**src/rtl/wb_dec_pkg.sv**
```systemverilog
// Shared types and defaults for the registered N-port Wishbone decoder.
// Holds the FSM/error encodings, the default user-project map and the slot extractor.
package wb_dec_pkg;

  localparam int unsigned MaxSlaves = 16;
  localparam int unsigned DefSlaves = 6;

  typedef enum logic [1:0] {
    StIdle,
    StBusy,
    StResp
  } state_e;

  typedef enum logic [1:0] {
    ErrNone     = 2'b00,
    ErrUnmapped = 2'b01,
    ErrTimeout  = 2'b10,
    ErrSlave    = 2'b11
  } err_cause_e;

  localparam logic [DefSlaves*32-1:0] DefaultBase = {
    32'h3000_2000, 32'h3000_1000, 32'h3000_0300,
    32'h3000_0200, 32'h3000_0100, 32'h3000_0000
  };

  localparam logic [DefSlaves*32-1:0] DefaultMask = {DefSlaves{32'hFFFF_FF00}};

  // Slot i of a flattened 32-bit-per-slot vector, zero-extended to the maximum slave count.
  function automatic logic [31:0] get_slot(input logic [MaxSlaves*32-1:0] vec,
                                           input int unsigned i);
    return vec[i*32 +: 32];
  endfunction

endpackage

```
**src/rtl/wb_addr_decode.sv**
```systemverilog
// Combinational address decoder: lowest-index matching slot wins.
// Produces hit flag, binary index, one-hot select and the slot-local offset.
module wb_addr_decode
  import wb_dec_pkg::*;
#(
  parameter int unsigned              N_SLAVES = DefSlaves,
  parameter int unsigned              IDX_W    = 3,
  parameter logic [N_SLAVES*32-1:0]   SLV_BASE = DefaultBase,
  parameter logic [N_SLAVES*32-1:0]   SLV_MASK = DefaultMask
) (
  input  logic [31:0]         adr_i,
  output logic                hit_o,
  output logic [IDX_W-1:0]    idx_o,
  output logic [N_SLAVES-1:0] onehot_o,
  output logic [31:0]         offset_o
);

  localparam logic [MaxSlaves*32-1:0] BaseExt = (MaxSlaves*32)'(SLV_BASE);
  localparam logic [MaxSlaves*32-1:0] MaskExt = (MaxSlaves*32)'(SLV_MASK);

  always_comb begin
    logic        found;
    logic [31:0] base;
    logic [31:0] mask;
    found    = 1'b0;
    hit_o    = 1'b0;
    idx_o    = '0;
    onehot_o = '0;
    offset_o = '0;
    base     = '0;
    mask     = '0;
    for (int unsigned i = 0; i < N_SLAVES; i++) begin
      base = get_slot(BaseExt, i);
      mask = get_slot(MaskExt, i);
      if (!found && ((adr_i & mask) == (base & mask))) begin
        found       = 1'b1;
        hit_o       = 1'b1;
        idx_o       = IDX_W'(i);
        onehot_o[i] = 1'b1;
        offset_o    = adr_i & ~mask;
      end
    end
  end

endmodule

```
**src/rtl/wb_decoder_nport.sv**
```systemverilog
// Registered 1-to-N Wishbone B4 classic decoder with timeout watchdog, error
// responses for unmapped/timeout/slave errors, and sticky first-error capture.
module wb_decoder_nport
  import wb_dec_pkg::*;
#(
  parameter int unsigned            N_SLAVES       = DefSlaves,
  parameter int unsigned            DATA_W         = 32,
  parameter logic [N_SLAVES*32-1:0] SLV_BASE       = DefaultBase,
  parameter logic [N_SLAVES*32-1:0] SLV_MASK       = DefaultMask,
  parameter int unsigned            TIMEOUT_CYCLES = 255,
  parameter bit                     ERR_AS_ACK     = 1'b1,
  parameter logic [DATA_W-1:0]      ERR_DATA       = DATA_W'(32'hDEAD_C0DE)
) (
  input  logic                       wb_clk_i,
  input  logic                       wb_rst_n_i,
  input  logic                       wbs_cyc_i,
  input  logic                       wbs_stb_i,
  input  logic                       wbs_we_i,
  input  logic [DATA_W/8-1:0]        wbs_sel_i,
  input  logic [31:0]                wbs_adr_i,
  input  logic [DATA_W-1:0]          wbs_dat_i,
  output logic [DATA_W-1:0]          wbs_dat_o,
  output logic                       wbs_ack_o,
  output logic                       wbs_err_o,
  output logic [N_SLAVES-1:0]        s_cyc_o,
  output logic [N_SLAVES-1:0]        s_stb_o,
  output logic                       s_we_o,
  output logic [DATA_W/8-1:0]        s_sel_o,
  output logic [31:0]                s_adr_o,
  output logic [DATA_W-1:0]          s_dat_o,
  input  logic [N_SLAVES*DATA_W-1:0] s_dat_i,
  input  logic [N_SLAVES-1:0]        s_ack_i,
  input  logic [N_SLAVES-1:0]        s_err_i,
  output logic [1:0]                 err_cause_o,
  output logic [31:0]                err_addr_o,
  output logic                       err_irq_o,
  input  logic                       err_clr_i
);

  localparam int unsigned SelW = DATA_W / 8;
  localparam int unsigned IdxW = (N_SLAVES > 1) ? $clog2(N_SLAVES) : 1;
  localparam int unsigned CntW = (TIMEOUT_CYCLES > 1) ? $clog2(TIMEOUT_CYCLES + 1) : 1;

  state_e                state_q, state_d;
  logic [IdxW-1:0]       idx_q, idx_d;
  logic [CntW-1:0]       cnt_q, cnt_d;
  logic [N_SLAVES-1:0]   cyc_q, cyc_d;
  logic                  s_we_q, s_we_d;
  logic [SelW-1:0]       s_sel_q, s_sel_d;
  logic [31:0]           s_adr_q, s_adr_d;
  logic [DATA_W-1:0]     s_dat_q, s_dat_d;
  logic [31:0]           req_adr_q, req_adr_d;
  logic                  ack_q, ack_d;
  logic                  err_q, err_d;
  logic [DATA_W-1:0]     rdat_q, rdat_d;
  err_cause_e            err_cause_q, err_cause_d;
  logic [31:0]           err_addr_q, err_addr_d;

  logic                  dec_hit;
  logic [IdxW-1:0]       dec_idx;
  logic [N_SLAVES-1:0]   dec_onehot;
  logic [31:0]           dec_offset;
  logic                  timeout_hit;

  wb_addr_decode #(
    .N_SLAVES (N_SLAVES),
    .IDX_W    (IdxW),
    .SLV_BASE (SLV_BASE),
    .SLV_MASK (SLV_MASK)
  ) u_addr_decode (
    .adr_i    (wbs_adr_i),
    .hit_o    (dec_hit),
    .idx_o    (dec_idx),
    .onehot_o (dec_onehot),
    .offset_o (dec_offset)
  );

  // A zero timeout disables the watchdog entirely.
  assign timeout_hit = (TIMEOUT_CYCLES != 0) && (cnt_q == CntW'(TIMEOUT_CYCLES - 1));

  always_comb begin
    logic       resp_err;
    logic       resp_we;
    err_cause_e new_cause;
    logic [31:0] new_addr;

    state_d   = state_q;
    idx_d     = idx_q;
    cnt_d     = cnt_q;
    cyc_d     = cyc_q;
    s_we_d    = s_we_q;
    s_sel_d   = s_sel_q;
    s_adr_d   = s_adr_q;
    s_dat_d   = s_dat_q;
    req_adr_d = req_adr_q;
    ack_d     = 1'b0;
    err_d     = 1'b0;
    rdat_d    = '0;
    resp_err  = 1'b0;
    resp_we   = s_we_q;
    new_cause = ErrNone;
    new_addr  = req_adr_q;

    unique case (state_q)
      StIdle: begin
        if (wbs_cyc_i && wbs_stb_i) begin
          if (dec_hit) begin
            idx_d     = dec_idx;
            cyc_d     = dec_onehot;
            s_we_d    = wbs_we_i;
            s_sel_d   = wbs_sel_i;
            s_adr_d   = dec_offset;
            s_dat_d   = wbs_dat_i;
            req_adr_d = wbs_adr_i;
            cnt_d     = '0;
            state_d   = StBusy;
          end else begin
            resp_err  = 1'b1;
            resp_we   = wbs_we_i;
            new_cause = ErrUnmapped;
            new_addr  = wbs_adr_i;
            state_d   = StResp;
          end
        end
      end
      StBusy: begin
        if (!wbs_cyc_i) begin
          cyc_d   = '0;
          state_d = StIdle;
        end else if (s_err_i[idx_q]) begin
          cyc_d     = '0;
          resp_err  = 1'b1;
          new_cause = ErrSlave;
          state_d   = StResp;
        end else if (s_ack_i[idx_q]) begin
          cyc_d   = '0;
          ack_d   = 1'b1;
          rdat_d  = s_we_q ? '0 : s_dat_i[idx_q*DATA_W +: DATA_W];
          state_d = StResp;
        end else if (timeout_hit) begin
          cyc_d     = '0;
          resp_err  = 1'b1;
          new_cause = ErrTimeout;
          state_d   = StResp;
        end else if (cnt_q != '1) begin
          cnt_d = cnt_q + CntW'(1);
        end
      end
      StResp: state_d = StIdle;
      default: state_d = StIdle;
    endcase

    if (resp_err) begin
      if (ERR_AS_ACK) begin
        ack_d  = 1'b1;
        rdat_d = resp_we ? '0 : ERR_DATA;
      end else begin
        err_d = 1'b1;
      end
    end

    // First error is sticky; a clear in the same cycle lets the new error through.
    err_cause_d = err_cause_q;
    err_addr_d  = err_addr_q;
    if (err_clr_i) begin
      err_cause_d = ErrNone;
      err_addr_d  = '0;
    end
    if ((new_cause != ErrNone) && ((err_cause_q == ErrNone) || err_clr_i)) begin
      err_cause_d = new_cause;
      err_addr_d  = new_addr;
    end
  end

  always_ff @(posedge wb_clk_i or negedge wb_rst_n_i) begin
    if (!wb_rst_n_i) begin
      state_q     <= StIdle;
      idx_q       <= '0;
      cnt_q       <= '0;
      cyc_q       <= '0;
      s_we_q      <= 1'b0;
      s_sel_q     <= '0;
      s_adr_q     <= '0;
      s_dat_q     <= '0;
      req_adr_q   <= '0;
      ack_q       <= 1'b0;
      err_q       <= 1'b0;
      rdat_q      <= '0;
      err_cause_q <= ErrNone;
      err_addr_q  <= '0;
    end else begin
      state_q     <= state_d;
      idx_q       <= idx_d;
      cnt_q       <= cnt_d;
      cyc_q       <= cyc_d;
      s_we_q      <= s_we_d;
      s_sel_q     <= s_sel_d;
      s_adr_q     <= s_adr_d;
      s_dat_q     <= s_dat_d;
      req_adr_q   <= req_adr_d;
      ack_q       <= ack_d;
      err_q       <= err_d;
      rdat_q      <= rdat_d;
      err_cause_q <= err_cause_d;
      err_addr_q  <= err_addr_d;
    end
  end

  assign wbs_ack_o   = ack_q;
  assign wbs_err_o   = err_q;
  assign wbs_dat_o   = rdat_q;
  assign s_cyc_o     = cyc_q;
  assign s_stb_o     = cyc_q;
  assign s_we_o      = s_we_q;
  assign s_sel_o     = s_sel_q;
  assign s_adr_o     = s_adr_q;
  assign s_dat_o     = s_dat_q;
  assign err_cause_o = err_cause_q;
  assign err_addr_o  = err_addr_q;
  assign err_irq_o   = (err_cause_q != ErrNone);

endmodule
```
**config.mk**
```make
export PLATFORM = sky130hd
export DESIGN_NAME = wb_decoder_nport
export DESIGN_NICKNAME = d
export VERILOG_FILES = /design/src/rtl/wb_dec_pkg.sv /design/src/rtl/wb_addr_decode.sv /design/src/rtl/wb_decoder_nport.sv
export SDC_FILE = /design/constraint.sdc
export NUM_CORES = 1
export LEC_CHECK = 0
export ABC_AREA = 0
export CAP_MARGIN = 15
export CORE_AREA = 2 2 167 169
export CTS_CLUSTER_DIAMETER = 120
export CTS_CLUSTER_SIZE = 24
export DETAILED_ROUTE_END_ITERATION = 10
export DIE_AREA = 0 0 169 171
export GPL_TIMING_DRIVEN = 0
export PLACE_DENSITY = 0.66
export REMOVE_ABC_BUFFERS = 1
export SETUP_SLACK_MARGIN = 0.1
export SLEW_MARGIN = 20
export SYNTH_ARGS = -nofsm -noshare
export SYNTH_HDL_FRONTEND = slang
export SYNTH_SLANG_ARGS = --single-unit
```
**constraint.sdc**
```tcl
create_clock -name wb_clk_i -period 3 [get_ports wb_clk_i]
set_input_delay 0.45 -clock wb_clk_i [delete_from_list [all_inputs] [get_ports wb_clk_i]]
set_output_delay 0.45 -clock wb_clk_i [all_outputs]
set_load 0.1 [all_outputs]
```
======== Yosys cells after proc, flatten, opt, wreduce, memory -nomap -nowiden ========
Cells that the tools add are included.
storage, ports and cells
  latch bits .............................. 0
  output and inout port bits .............. 150
  memories kept ........................... 0
  register bits ........................... 187
  input bits .............................. 278
  bits in writable memories ............... 0
  logic and storage cells ................. 140
  memory bits (read-only) ................. 0
cells by class
  equal/unequal tests ..................... 17
  order comparisons ....................... 1
  bitwise gates (word level) .............. 0
  mux-type cells .......................... 84
  add/subtract/negate cells ............... 1
  reduce and logical (&&, ||, !) cells .... 23
  shift-type cells ........................ 1
  multiply operators ...................... 0
  divide/modulo/power cells ............... 0
operator list
  cell                    count
  $mux W32                16
  $shiftx A192 B9 Y32     1
  $eq A24 B22 Y1 const B  6
  $mux W8                 9
  $mux W6                 6
  $mux W1                 30
  $mux W2                 12
  $pmux W8 S2             1
  $ne A2 B2 Y1 const B    7
  $mux W3                 4
  $pmux W6 S2             1
  $add A8 B1 Y8 const B   1
  $eq A8 B8 Y1 const B    1
  $ne A8 B8 Y1 const B    1
  $pmux W2 S2             2
  $reduce_and A8 Y1       1
  $reduce_bool A2 Y1      4
  $logic_and A1 B1 Y1     7
  $bmux W1 S3             2
  $logic_not A1 Y1        5
  $ne A5 B5 Y1 const B    1
  $logic_not A2 Y1        2
  $lt A3 B4 Y1 const B    1
  $reduce_and A4 Y1       1
  other kinds (5)         5

======== Longest topological paths before layout ========
Gate-level depths: netlist of run 1.
  depth in word-level cells ............... 23
  mapped depth ............................ 9
  gate-level depth less buffers ........... 7

======== Modules after synthesis ========
From an unflattened synthesis of run 1, not the netlist that was laid out.
unflattened totals
  cells, all modules ...................... 1042
  area total of the unflattened synthesis .. 9977.1 um^2
modules (own cells, without submodules)
  module            cells each  times used  area an instance (um^2)
  wb_decoder_nport  969         1           9436.6
  wb_addr_decode    73          1           540.5

======== Worst setup path before layout of run 1 ========
Ideal clock, no wire load.
  kind .................................... register to register
  from .................................... reg err_cause_q[1], in the netlist err_cause_o[1]
  to ...................................... reg err_addr_q[22], in the netlist err_addr_o[22]
  setup time .............................. 0.126 ns
  data arrival time ....................... 2.547 ns
  path buffers ............................ 2
  period minus slack after synthesis ...... 2.673 ns
  stages on the path, launching flop included .. 8
  slack ................................... 0.327 ns
  required time ........................... 2.874 ns
  path through ............................ dfrtp_1 -> or2_2 -> a21oi_1 -> clkbuf_1 -> clkbuf_1 -> nand2b_1 -> o21ai_0 -> a221o_1
on the way
  word-level cells in the longest chain between the ends .. 4
  elaborated cells between the ends (all ways) .. 5
RTL lines
  what                                                   RTL line                 source
  from (decl)                                            wb_decoder_nport.sv:56   err_cause_e err_cause_q, err_cause_d;
  from (signal assigned)                                 wb_decoder_nport.sv:189  err_cause_q <= ErrNone;
  from (signal assigned)                                 wb_decoder_nport.sv:204  err_cause_q <= err_cause_d;
  $logic_not A2 Y1 (*)                                   wb_decoder_nport.sv:169  if ((new_cause != ErrNone) && ((err_cause_q == ErrNone) || err_clr_i)) begin
  $logic_or A1 B1 Y1 (*)                                 wb_decoder_nport.sv:169
  $logic_and A1 B1 Y1 (*)                                wb_decoder_nport.sv:169
  $mux W32 / $reduce_bool A2 Y1 (equally long branches)  n/a
  to (signal assigned)                                   wb_decoder_nport.sv:205  err_addr_q <= err_addr_d;
  to (decl)                                              wb_decoder_nport.sv:57   logic [31:0] err_addr_q, err_addr_d;
Every way passes the cells marked *; elsewhere a longest branch is shown, timed or not.
A chain may end at the register's enable or synchronous reset.

======== Worst setup path after layout of run 1 ========
  from .................................... reg idx_q[1]
  to ...................................... reg err_addr_q[13], in the netlist err_addr_o[13]
on the way
  word-level cells in the longest chain between the ends .. 9
  elaborated cells between the ends (all ways) .. 12
RTL lines
  what                                                   RTL line                 source
  from (decl)                                            wb_decoder_nport.sv:45   logic [IdxW-1:0] idx_q, idx_d;
  from (signal assigned)                                 wb_decoder_nport.sv:193  idx_q <= idx_d;
  $bmux W1 S3                                            wb_decoder_nport.sv:135  end else if (s_ack_i[idx_q]) begin
  $mux W1 (implied by the code)                          wb_decoder_nport.sv:135
  $mux W2                                                wb_decoder_nport.sv:135
  $mux W2 (*)                                            wb_decoder_nport.sv:130  end else if (s_err_i[idx_q]) begin
  $mux W2 (*)                                            wb_decoder_nport.sv:127  if (!wbs_cyc_i) begin
  $pmux W2 S2 (*)                                        wb_decoder_nport.sv:104  unique case (state_q)
  $reduce_bool A2 Y1 (*)                                 wb_decoder_nport.sv:169
  $logic_and A1 B1 Y1 (*)                                wb_decoder_nport.sv:169
  $mux W32 / $reduce_bool A2 Y1 (equally long branches)  n/a
Every way passes the cells marked *; elsewhere a longest branch is shown, timed or not. The select of a mux whose other input is x is not followed.

==> metrics.txt, run 1 <==
Worst path max stage delay=between 0.5 and 0.6 ns; Max Cap Viol=0; Vias=8129; hold crit path type=in2async; CTS H-tree depth=4; failing checks=negative hold slack; Die Ht=171 µm; vias in the first global route=7901; Unique masters post-synth=55; Post-synth top cells=nand2_1, dfrtp_1, clkbuf_1, inv_1; asr flop ratio synth=1.000; Least-Margin Pin Slew=1.077 ns; initial antenna violation count=3; Fin. Hold Viols=11; RSZ-0062 raised after global routing=false; status=complete, but fails checks; most common cell in the synthesized netlist=nand2_1; Remaining DRCs=0; iteration-0 DRC count of the detailed router=515; Avg Cell Area, Syn=9.715 µm²; Tmin final=between 2 and 3 ns; layout cells sized above 1=0.09777; TritonRoute pass-1 iters=4; Seq/Total Area, Yosys=0.4686; Worst Setup Path Type=reg2reg; clock root cell=clkbuf_16; Final Cycle Share=0.9232; clk_lat worst skew=0.44 ns; num rows=61; max_slew headroom=0.2794; Synth Register Bits=~160; clk_skew=0.02046 ns; area share of the largest cell type after synthesis=0.4686; slowest CP cell=dfrtp_4; hold slack=-0.03250 ns; TritonCTS clock tree=done; cell taking the most area after synthesis=dfrtp_1; Area Growth Syn to Fin=60.26%; routed len/inst=roughly 19 µm; Filler Cells Inserted=about 2600; Max Freq=361.1 MHz; IO Port Bufs=402; CP required=~3.3 ns; number of flops mapped to enable cells by yosys=0; reg2reg setup slack=0.23 ns; Top delay family on crit path=compound AO/OA/AOI/OAI gates; Worst EP arrival=between 3 and 4 ns; Tot Pwr=roughly 6000 µW; Leak=a little over 0.006 µW; Synth area leaders=dfrtp_1, nand2_1, mux4_2, a221o_1, mux2i_1; Worst VDD drop=~0.00040 V; fin nets=between 1500 and 2000; Starting Density=0.3186; I/O pin count=428; Die X=roughly 170 µm; cell count after synthesis=roughly 900; P per Cell Area=431.6 nW/µm²; crit path capture type=flop; clk buf depth=2; largest net degree at the start of global routing=92; Synth Flop Type=dfrtp_1; Core ar.=27320 µm²; critical path buffer and inverter count=3; Final GP Congestion=~0.8; CP Max Fanout=32; total wire length=roughly 31000 µm; post-DP HPWL=about 23000 µm; clock slew at reported path FFs=about 0.07 ns; Num CTS Buffers=17; Final setup viols=0; GR Overflow Total=0; die footprint=28900 µm²; final max-slew violation count=0; worst path cell trace=buf_16, mux2_1, a222oi_1, buf_4, o2bb2ai_1, and3_2, buf_12, a221o_1; area of the mapped netlist=between 8000 and 9000 µm²; vias per cell=4.936; first-pass GRT wire length=45860 µm; Routed Antenna Nets=0; Critical Path Source Type=flop; Yosys warnings=0; gr usage total=0.2089; # clock sinks=163
## power by group
group          switching (µW)  internal (µW)
clock network            1060           1270
logic                     849            570
registers                25.0           2250
total                    1930           4090
## per-stage QoR
stage	cells	worst slack, ns	area, µm²	TNS, ns	utilization
6_report	1647	0.2304	13950	0	0.5105
5_1_grt	1647	0.09412	13950	0	0.5105
4_1_cts	1627	0.1080	13810	0	0.5053
3_5_place_dp	1586	-0.6314	13060	-32.75	0.4780
3_3_place_gp	1572	-5.692	12750	-1426.90	0.4667
2_1_floorplan	824	-2.854	8294	-182.37	-
## layer usage
metal  wire (µm)  track usage  up-vias  share of wire
met5          13            0        -        0.00042
met3        2308      0.06037       45          0.074
met1       11880       0.2415     3933           0.38
li1            -            -     3812              -
met4         937      0.07878        2          0.030
met2       15870       0.3678      337           0.51
## area by class of cell
class                   instances  area [µm²]  area share
repair buffers                443        4511      0.3233
multi-input cells             623        4156      0.2980
inverters                      38       142.6     0.01023
flip-flops and latches        163        4088      0.2930
diodes                          2       5.005   0.0003588
clock inverters                15       188.9     0.01354
clock buffers                  17       425.4     0.03050
well taps                     346       432.9     0.03103
## kinds of logic (layout without fill, tap and decap cells)
| kind of cell | Yosys count | in the layout | synth area share |
|---|---|---|---|
| other | 1 | 27 | 0.0004308 |
| and+or+nand+nor | 386 | 386 | 0.2077 |
| muxes | 71 | 71 | 0.1291 |
| buffers and inverters | 134 | 513 | 0.07388 |
| AOI/OAI and AO/OA | 139 | 139 | 0.1174 |
| adders and majority gates | 2 | 2 | 0.002874 |
| DFF | 163 | 163 | 0.4686 |
## state kept, by name, indices dropped and copies added (netlist names), 3 cells and up
name / count
s_dat_o: 32
idx_q: 3
err_addr_o: 32
s_cyc_o: 6
cnt_q: 8
s_sel_o: 4
s_adr_o: 8
wbs_dat_o: 32
req_adr_q: 32
## repair_timing
action | CTS | global route
endpoints found under the setup margin | 76 | 52
buffers inserted | 9 | 18
hold buffers | 0 | 0
resized for setup | 5 | 1
pin swaps | 2 | 2
## final timing paths
path                               start             end  cells after the start
min reg2reg                req_adr_q[29]   req_adr_q[29]                      1
min                           wb_rst_n_i  err_addr_o[29]                      1
max                             idx_q[1]  err_addr_o[13]                      8
max in group asynchronous     wb_rst_n_i        idx_q[0]                      2
max reg2reg                     idx_q[1]  err_addr_o[13]                      8
min in group wb_clk_i      req_adr_q[29]   req_adr_q[29]                      1
## cells in the final DEF, fill, tap and decap left out, drive strengths merged, types with 3 or more instances in the layout
cell and count:
a21oi 8, a221o 32, a32o 5, and2 31, and3 3, buf 42, clkbuf 18, clkdlybuf4s50 400
clkinvlp 4, conb 25, dfrtp 163, inv 46, mux2 7, mux2i 32, mux4 32, nand2 239
nand2b 36, nand3 5, nor2 11, nor2b 36, nor4 5, o21ai 37, o22ai 32, o31ai 7
or4 5
Power figures use the tool's default switching activity.
==> inputs of run 2 (changes only) <==
--- a/config.mk
+++ b/config.mk
@@ -7,15 +7,17 @@
 export LEC_CHECK = 0
 export ABC_AREA = 0
 export CAP_MARGIN = 15
-export CORE_AREA = 2 2 167 169
+export CELL_PAD_IN_SITES_DETAIL_PLACEMENT = 0
+export CELL_PAD_IN_SITES_GLOBAL_PLACEMENT = 1
+export CORE_UTILIZATION = 30
 export CTS_CLUSTER_DIAMETER = 120
 export CTS_CLUSTER_SIZE = 24
 export DETAILED_ROUTE_END_ITERATION = 10
-export DIE_AREA = 0 0 169 171
 export GPL_TIMING_DRIVEN = 0
-export PLACE_DENSITY = 0.66
+export PLACE_DENSITY_LB_ADDON = 0.1
 export REMOVE_ABC_BUFFERS = 1
 export SETUP_SLACK_MARGIN = 0.1
+export SKIP_CTS_REPAIR_TIMING = 1
 export SLEW_MARGIN = 20
 export SYNTH_ARGS = -nofsm -noshare
 export SYNTH_HDL_FRONTEND = slang
==> metrics.txt, run 2 (same netlist as run 1, synthesis figures left out) <==
Least-Margin Pin Slew=1.089 ns; Final Util=0.4961; fin nets=between 1500 and 2000; hold crit path type=in2async; TritonCTS clock tree=done; Final Cycle Share=0.9420; Tot Pwr=5955 µW; Worst VDD drop=0.0003825 V; Sw Share=0.3141; Starting Density=0.3091; Area Growth Syn to Fin=60.50%; GR Overflow Total=0; layout cells sized above 1=0.09218; Final setup viols=0; gr usage total=0.2106; Worst EP arrival=3.13 ns; Remaining DRCs=0; I/O pin count=approximately 430; P per Cell Area=426.3 nW/µm²; vias per cell=4.743; Logic pwr share=0.240; largest net degree at the start of global routing=between 80 and 90; status=finished clean; CP required=around 3.3 ns; clk_lat worst skew=0.43 ns; clock root cell=clkbuf_16; Die Ht=172.3 µm; crit path from=idx_q[1]; Worst Setup Path Type=reg2reg; clk_skew=0.01027 ns; Routed Antenna Nets=0; crit path capture type=flop; clock slew at reported path FFs=0.07 ns; initial antenna violation count=0; Vias=7916; hold slack=0.4447 ns; ANT cells=0; num rows=slightly above 60; IO Port Bufs=402; Die X=172.3 µm; CP Max Fanout=24; max_slew headroom=0.2720; die footprint=29700 µm²; CTS H-tree depth=4; Psw=around 1900 µW; first-pass GRT wire length=46350 µm; clk buf depth=2; Tmin final=2.826 ns; Fin. Hold Viols=0; Max Cap Viol=0; worst r2r src=idx_q[1]; TritonRoute pass-1 iters=7; clock share of power=0.377; final max-slew violation count=0; RSZ-0062 raised after global routing=true; Final Cell Area=13970 µm²; Leak=0.006178 µW; Core ar.=28160 µm²; iteration-0 DRC count of the detailed router=438; post-DP HPWL=23530 µm; Sum Neg Setup Slack=0 ns; routed len/inst=approximately 19 µm; vias in the first global route=about 8000; Critical Path Source Type=flop; total wire length=32240 µm; Reg power frac=0.382; Num CTS Buffers=17; # clock sinks=163; P_int=4085 µW; instance area at placement=roughly 13000 µm²; Final GP Congestion=0.8005; most frequent cells in the layout=clkdlybuf4s50_1, nand2_1, dfrtp_1; Max Freq=approximately 350 MHz; commonest non-fill, non-tap cell in the layout=clkdlybuf4s50_1
==> run 2: cell types whose count changed in the layout (fill, tap and decap cells not counted), sizes merged <==
cell / before / now
diode: 2 / 0
clkinv: 1 / 2
dlygate4sd3: 0 / 1
buf: 42 / 33
clkinvlp: 4 / 3
inv: 46 / 45
a21bo: 1 / 2
==> run 2: per-layer routing <==
metal,routed length [µm],up-vias,GRT usage,part of all wire
li1,-,3793,-,-
met1,12930,3838,0.2511,0.40
met4,436,0,0.05310,0.014
met3,2113,22,0.06020,0.066
met5,0,-,0,0
met2,16760,263,0.3699,0.52
==> run 2: worst paths after layout <==
| kind | end | slack (ns) | cells past startpoint |
|---|---|---|---|
| min in group wb_clk_i | req_adr_q[29] | 0.47 | 1 |
| max in group asynchronous | idx_q[0] | 1.54 | 4 |
| max reg2reg | err_addr_o[8] | 0.17 | 7 |
| min reg2reg | req_adr_q[29] | 0.47 | 1 |
| min | err_addr_o[27] | 0.44 | 2 |
| max | err_addr_o[8] | 0.17 | 7 |
==> run 2: final cells by class <==
type | instances | area (µm²)
fill | 2642 | 14190
sequential | 163 | 4090
timing repair buffer | 435 | 4514
inverter | 38 | 142.6
multi-input combinational | 624 | 4156
clock inverter | 14 | 168.9
clock buffer | 17 | 425.4
tap | 378 | 473.0
==> run 2: power groups by stage <==
stage               registers (µW)  clock network (µW)  logic, µW
detailed placement            2320                   0       1420
CTS                           2280                2310       1430
floorplan                     2710                   0        369
global placement              2320                   0       1390
finish                        2280                2250       1430
global route                  2280                2390       1510
==> run 2: through the flow <==
step | setup slack, ns | cells
final | 0.1741 | 1669
after global routing | 0.07464 | 1669
after CTS | -0.6290 | 1650
after detailed placement | -0.7925 | 1619
after global placement | -6.065 | 1604
after floorplan | -2.854 | 824
==> run 2: worst max-delay path, stage by stage (launching register included) <==
cell and delay [ns]:
dfrtp_4 0.58, mux2_1 0.35, a222oi_1 0.41, buf_4 0.23, o2bb2ai_1 0.19, and3_2 0.37
buf_12 0.20, a221o_1 0.35
